### src/rtl/bitr_pkg.sv
// Shared definitions for the digit-reversal reorder buffer: frame lengths, mode
// encoding, bank states and the per-mode digit radices / address weights.
package bitr_pkg;

  localparam int unsigned NMax = 45;
  localparam int unsigned N9   = 9;
  localparam int unsigned N15  = 15;
  localparam int unsigned N45  = 45;

  localparam logic [2:0] SelId0 = 3'd0;
  localparam logic [2:0] SelId1 = 3'd1;
  localparam logic [2:0] SelN15 = 3'd2;
  localparam logic [2:0] SelN45 = 3'd3;
  localparam logic [2:0] SelN9  = 3'd4;

  typedef enum logic [1:0] {
    BankEmpty    = 2'd0,
    BankFilling  = 2'd1,
    BankFull     = 2'd2,
    BankDraining = 2'd3
  } bank_st_e;

  // Radices r* bound each digit; addr = w0*d0 + w1*d1 + w2*d2.
  typedef struct packed {
    logic [5:0] r0;
    logic [2:0] r1;
    logic [2:0] r2;
    logic [5:0] w0;
    logic [5:0] w1;
    logic [5:0] w2;
  } digit_cfg_t;

  function automatic logic sel_valid(input logic [2:0] s);
    return s <= SelN9;
  endfunction

  function automatic logic [5:0] frame_len(input logic [2:0] s);
    case (s)
      SelN15:  return 6'(N15);
      SelN9:   return 6'(N9);
      default: return 6'(N45);
    endcase
  endfunction

  function automatic digit_cfg_t digit_cfg(input logic [2:0] s);
    digit_cfg_t c;
    case (s)
      SelN15:  c = '{r0: 6'd5,  r1: 3'd3, r2: 3'd1, w0: 6'd3,  w1: 6'd1, w2: 6'd0};
      SelN45:  c = '{r0: 6'd3,  r1: 3'd3, r2: 3'd5, w0: 6'd15, w1: 6'd5, w2: 6'd1};
      SelN9:   c = '{r0: 6'd3,  r1: 3'd3, r2: 3'd1, w0: 6'd3,  w1: 6'd1, w2: 6'd0};
      default: c = '{r0: 6'd45, r1: 3'd1, r2: 3'd1, w0: 6'd1,  w1: 6'd0, w2: 6'd0};
    endcase
    return c;
  endfunction

endpackage

### src/rtl/bitr_addr_gen.sv
// Mixed-radix digit counters producing the digit-reversed write address of the
// current input sample.
module bitr_addr_gen
  import bitr_pkg::*;
(
  input  logic       clk,
  input  logic       rst_n,
  input  logic       advance,
  input  logic       clear,
  input  logic [2:0] sel,
  output logic [5:0] addr
);

  logic [5:0] d0_q, d0_d;
  logic [2:0] d1_q, d1_d;
  logic [2:0] d2_q, d2_d;
  digit_cfg_t cfg;

  always_comb begin
    cfg  = digit_cfg(sel);
    d0_d = d0_q;
    d1_d = d1_q;
    d2_d = d2_q;
    if (clear) begin
      d0_d = '0;
      d1_d = '0;
      d2_d = '0;
    end else if (advance) begin
      if (d0_q == cfg.r0 - 6'd1) begin
        d0_d = '0;
        if (d1_q == cfg.r1 - 3'd1) begin
          d1_d = '0;
          d2_d = (d2_q == cfg.r2 - 3'd1) ? 3'd0 : d2_q + 3'd1;
        end else begin
          d1_d = d1_q + 3'd1;
        end
      end else begin
        d0_d = d0_q + 6'd1;
      end
    end
    addr = cfg.w0 * d0_q + cfg.w1 * 6'(d1_q) + cfg.w2 * 6'(d2_q);
  end

  always_ff @(posedge clk or negedge rst_n) begin
    if (!rst_n) begin
      d0_q <= '0;
      d1_q <= '0;
      d2_q <= '0;
    end else begin
      d0_q <= d0_d;
      d1_q <= d1_d;
      d2_q <= d2_d;
    end
  end

endmodule

### src/rtl/bitr_reorder_buf.sv
// Ping-pong reorder buffer: digit-reversed samples are scattered into one bank
// while the other bank is read out sequentially in natural order.
module bitr_reorder_buf
  import bitr_pkg::*;
#(
  parameter int unsigned DW = 16
) (
  input  logic          clk,
  input  logic          rst_n,
  input  logic [2:0]    sel,
  input  logic          in_valid,
  output logic          in_ready,
  input  logic [DW-1:0] in_data,
  output logic          out_valid,
  input  logic          out_ready,
  output logic [DW-1:0] out_data,
  output logic          out_last
);

  bank_st_e      bank_st_q [2];
  bank_st_e      bank_st_d [2];
  logic [2:0]    sel_q [2];
  logic [2:0]    sel_d [2];
  logic          wr_ptr_q, wr_ptr_d, rd_ptr_q, rd_ptr_d;
  logic          run_q;
  logic [5:0]    wr_cnt_q, wr_cnt_d, q_q, q_d;
  logic [DW-1:0] mem_q [2][NMax];

  bank_st_e   wr_st, rd_st;
  logic [2:0] frame_sel;
  logic [5:0] wr_addr, wr_n, rd_n;
  logic       accept, last_in, out_fire, gen_clear;

  always_comb begin
    wr_st     = bank_st_q[wr_ptr_q];
    rd_st     = bank_st_q[rd_ptr_q];
    // An empty bank takes its mode from the live sel on the first sample.
    frame_sel = (wr_st == BankEmpty) ? sel : sel_q[wr_ptr_q];
    wr_n      = frame_len(frame_sel);
    rd_n      = frame_len(sel_q[rd_ptr_q]);
    in_ready  = run_q && ((wr_st == BankFilling) || ((wr_st == BankEmpty) && sel_valid(sel)));
    accept    = in_valid && in_ready;
    last_in   = accept && (wr_cnt_q == wr_n - 6'd1);
    out_valid = (rd_st == BankFull) || (rd_st == BankDraining);
    out_last  = out_valid && (q_q == rd_n - 6'd1);
    out_data  = mem_q[rd_ptr_q][q_q];
    out_fire  = out_valid && out_ready;
    gen_clear = (wr_st == BankEmpty) && !accept;
  end

  bitr_addr_gen u_addr_gen (
    .clk     (clk),
    .rst_n   (rst_n),
    .advance (accept),
    .clear   (gen_clear),
    .sel     (frame_sel),
    .addr    (wr_addr)
  );

  // The write bank is never FULL/DRAINING, so write and read never hit the same bank.
  always_comb begin
    bank_st_d = bank_st_q;
    sel_d     = sel_q;
    wr_ptr_d  = wr_ptr_q;
    rd_ptr_d  = rd_ptr_q;
    wr_cnt_d  = wr_cnt_q;
    q_d       = q_q;
    if (accept) begin
      if (wr_st == BankEmpty) sel_d[wr_ptr_q] = sel;
      bank_st_d[wr_ptr_q] = last_in ? BankFull : BankFilling;
      wr_cnt_d = last_in ? 6'd0 : wr_cnt_q + 6'd1;
      if (last_in) wr_ptr_d = ~wr_ptr_q;
    end
    if (out_fire) begin
      bank_st_d[rd_ptr_q] = out_last ? BankEmpty : BankDraining;
      q_d = out_last ? 6'd0 : q_q + 6'd1;
      if (out_last) rd_ptr_d = ~rd_ptr_q;
    end
  end

  always_ff @(posedge clk or negedge rst_n) begin
    if (!rst_n) begin
      bank_st_q <= '{BankEmpty, BankEmpty};
      sel_q     <= '{3'd0, 3'd0};
      wr_ptr_q  <= 1'b0;
      rd_ptr_q  <= 1'b0;
      wr_cnt_q  <= '0;
      q_q       <= '0;
      run_q     <= 1'b0;
    end else begin
      bank_st_q <= bank_st_d;
      sel_q     <= sel_d;
      wr_ptr_q  <= wr_ptr_d;
      rd_ptr_q  <= rd_ptr_d;
      wr_cnt_q  <= wr_cnt_d;
      q_q       <= q_d;
      run_q     <= 1'b1;
    end
  end

  always_ff @(posedge clk) begin
    if (accept) mem_q[wr_ptr_q][wr_addr] <= in_data;
  end

endmodule

### config.mk
export PLATFORM = sky130hd
export DESIGN_NAME = bitr_reorder_buf
export DESIGN_NICKNAME = d
export VERILOG_FILES = /design/src/rtl/bitr_pkg.sv /design/src/rtl/bitr_addr_gen.sv /design/src/rtl/bitr_reorder_buf.sv
export SDC_FILE = /design/constraint.sdc
export NUM_CORES = 2
export LEC_CHECK = 0
export CELL_PAD_IN_SITES_DETAIL_PLACEMENT = 0
export CELL_PAD_IN_SITES_GLOBAL_PLACEMENT = 2
export CORE_MARGIN = 4
export CORE_UTILIZATION = 48
export CTS_CLUSTER_DIAMETER = 60
export CTS_CLUSTER_SIZE = 8
export DETAILED_ROUTE_END_ITERATION = 8
export PLACE_DENSITY_LB_ADDON = 0.08
export SYNTH_ARGS = -nofsm -noshare
export SYNTH_HDL_FRONTEND = slang
export SYNTH_SLANG_ARGS = --single-unit
### constraint.sdc
create_clock -name clk -period 8.77 [get_ports clk]
set_input_delay 1.754 -clock clk [delete_from_list [all_inputs] [get_ports clk]]
set_output_delay 1.754 -clock clk [all_outputs]
set_load 0.02 [all_outputs]
==> out/results.txt <==
Peak supply drop: 342 uV
critical path required time: 9260 ps
Crit path arrival time: 8210 ps
maximum clock insertion buffer count: 3
DR pass1 iterations: 5
largest net degree at the start of global routing: 120
Synth-to-Final Area Change: 14.6%
DP HPWL: 89.6 mm
Synth area leaders: edfxtp_1 (74%), mux4_2 (15%), dfrtp_1 (1.6%), mux2i_1 (1.4%), nor2_1 (0.69%)
post-CTS sizing: 0
asr flop ratio synth: 2.51%
most frequent cells in the layout: edfxtp_1 (1440), mux4_2 (400), clkbuf_16 (206)
status: finished, final reports clean
via/cell ratio: 6.10
initial core utilization: 48.6%
Post-synth EDFFs: 1440
# DRC: 0
Starting DRT DRC Count: 2933
Num CTS Buffers: 205
Psw: 5.09 mW
Die W: 357 um
FF+latch count, synth: 1477
top_reg_cell synth: edfxtp_1
synth unique cells: 72
slowest cell on the critical path: nand2b_1
worst reg2reg setup slack: 1630 ps
crit path kind: input port to flip-flop
Crit. End Element: flip-flop
Worst-Skew Late Latency: 810 ps
Setup Fix Bufs, Post-CTS: 0
setup_tns: 0 ps
Tot GR Track Use: 23.5%
Top Family by Delay on Critical Path: adder cells
worst slew pin tran: 1060 ps
ratio of cells with drive above 1 in the final layout: 28.8%
Die H: 357 um
GRT overflow: 0
Flop pwr share: 43.4%
Clock Power Share: 37.5%
Final min period: 7720 ps
global-route wire length before repair: 212 mm
# Max-Cap Violations: 0
IO Count: 42
I/O Buffers: 41
Final Cycle Share: 88.1%
fin nets: 3008
critical path launch point type: input port
RSZ-0062 raised after global routing: false
vias in the first global route: 28833
Mapped Area: 58500 um^2
DR WL/cell: 31.8 um
hold_buf cts: 0
PwrDens: 277 nW/um^2
WHS: 536 ps
GP Congestion: 0.806
clock tree sinks: 1477
vias: 28018
most common cell after layout, fill and taps aside: edfxtp_1
Max stage delay on crit path: 620 ps
FMAX: 129 MHz
HP Class: flip-flop to flip-flop
CP max FO: 14
clock slew at reported path FFs: 50 ps
H-Tree Depth: 4
Syn Inst Count: 2699
Pint: 13.5 mW
Core Area: 120000 um^2
Site Rows: 127
Yosys top cell by area: edfxtp_1
sequential-to-total area share from yosys stat: 75.5%
post-synth top area share: 73.9%
Slew Limit Fails: 0
count of final hold-check violations: 0
Net Sw Frac: 27.4%
post-route ant nets: 0
yosys warns: 0
clk root buf: clkbuf_16
Comb pwr share: 19.1%
Clock Skew: 47.1 ps
Slew HR: 29.2%
WP buf/inv: 5
Routed WL: 146 mm
antenna violations before repair: 3
CTS tree: yes
final setup vio count: 0
Leakage: 21.0 nW
crit-path cells: clkdlybuf4s50_1, mux2i_1, mux2i_4, or2_1, o21ai_0, and2_1, ha_1, ha_1, fa_1, inv_1, fa_1, inv_1, fa_1, ha_1, a21o_1, a21oi_1, xnor2_1, xor2_2, buf_4, nand2b_1, nor2_2, buf_4
Syn Nets: 2761
Synth Area per Inst: 21.7 um^2
DIE AREA: 128000 um^2
## flip-flops by register name (all words and copies together), names as in the netlist
register         count
wr_ptr_q             1
bank_st_q            4
run_q                1
u_addr_gen.d1_q      3
u_addr_gen.d2_q      3
wr_cnt_q             6
u_addr_gen.d0_q      6
sel_q                6
q_q                  6
mem_q             1440
rd_ptr_q             1
## cells in the mapped netlist (all sizes together) (5+ instances only)
cell	number
mux2i	85
o221ai	16
nand3	26
nand2	67
a21oi	47
mux4	400
or3	5
nor2	110
o211ai	26
and2	7
edfxtp	1440
nand2b	7
inv	28
a221oi	13
dfrtp	37
ha	29
mux2	27
clkbuf	65
nor2b	23
fa	10
o21a	16
nor3	15
xnor2	9
a31oi	6
buf	83
xor2	6
o21ai	48
## power groups by stage
stage | registers, mW | logic (mW) | clock network, mW
after global routing | 8.07 | 3.72 | 7.45
after CTS | 8.07 | 3.59 | 7.11
after global placement | 8.19 | 3.55 | 0
final | 8.07 | 3.54 | 6.96
after floorplan | 8.05 | 2.15 | 0
after detailed placement | 8.20 | 3.57 | 0
## metrics by stage
step                std cells  utilization, %  cell area (um^2)  worst slack [ps]  power (mW)
global placement         4351            51.1             61500               334        11.7
CTS                      4593            55.7             67100              1120        18.8
global route             4593            55.7             67100               734        19.2
detailed placement       4351            51.1             61500               322        11.8
floorplan                2699               -             58500              1140        10.2
finish                   4595            55.7             67100              1050        18.6
## worst reg2reg max path: cells and delay by family (launching register included)
family          cells  cell delay [ps]
fa+ha+maj           6             2400
simple gates        4             1560
buf+inv             5              990
flops               1              650
compound gates      3              570
mux                 1              390
xor+xnor            2              300
## per-layer routing
layer,track usage [%],vias up,wire length (um)
li1,-,11712,-
met1,34.5,15109,62400
met2,37.8,1025,72000
met3,3.95,172,9510
met4,5.08,0,2270
met5,0,-,0
## worst paths after layout
| path | startpoint | to | depth (start not counted) |
|---|---|---|---|
| setup / recovery | sel[2] | mem_q[0][126]$_DFFE_PP_ | 22 |
| setup reg to reg | wr_ptr_q$_DFFE_PN0P_ | mem_q[0][126]$_DFFE_PP_ | 21 |
| hold reg to reg | sel_q[0]$_DFFE_PN0P_ | sel_q[0]$_DFFE_PN0P_ | 2 |
| max in group asynchronous | rst_n | rd_ptr_q$_DFFE_PN0P_ | 1 |
| min in group asynchronous | rst_n | run_q$_DFF_PN0_ | 1 |
| hold / removal | sel_q[0]$_DFFE_PN0P_ | sel_q[0]$_DFFE_PN0P_ | 2 |
## final cells by class
class	count	area [um^2]
repair buffers	188	1560
clock buffers	222	5230
diodes	2	5.00
well taps	1612	2020
fillers	9010	53400
flip-flops and latches	1477	44200
inverters	28	108
multi-input cells	1046	13600
clock inverters	20	345
## logic make-up after synthesis
family | synth area share, %
mux | 17.4
other cells | 0.00641
buf+inv | 1.29
xor+xnor | 0.225
simple gates | 2.40
flops | 75.5
fa+ha+maj | 0.962
compound gates | 2.23
No activity file was read; power rests on OpenSTA's default activity.
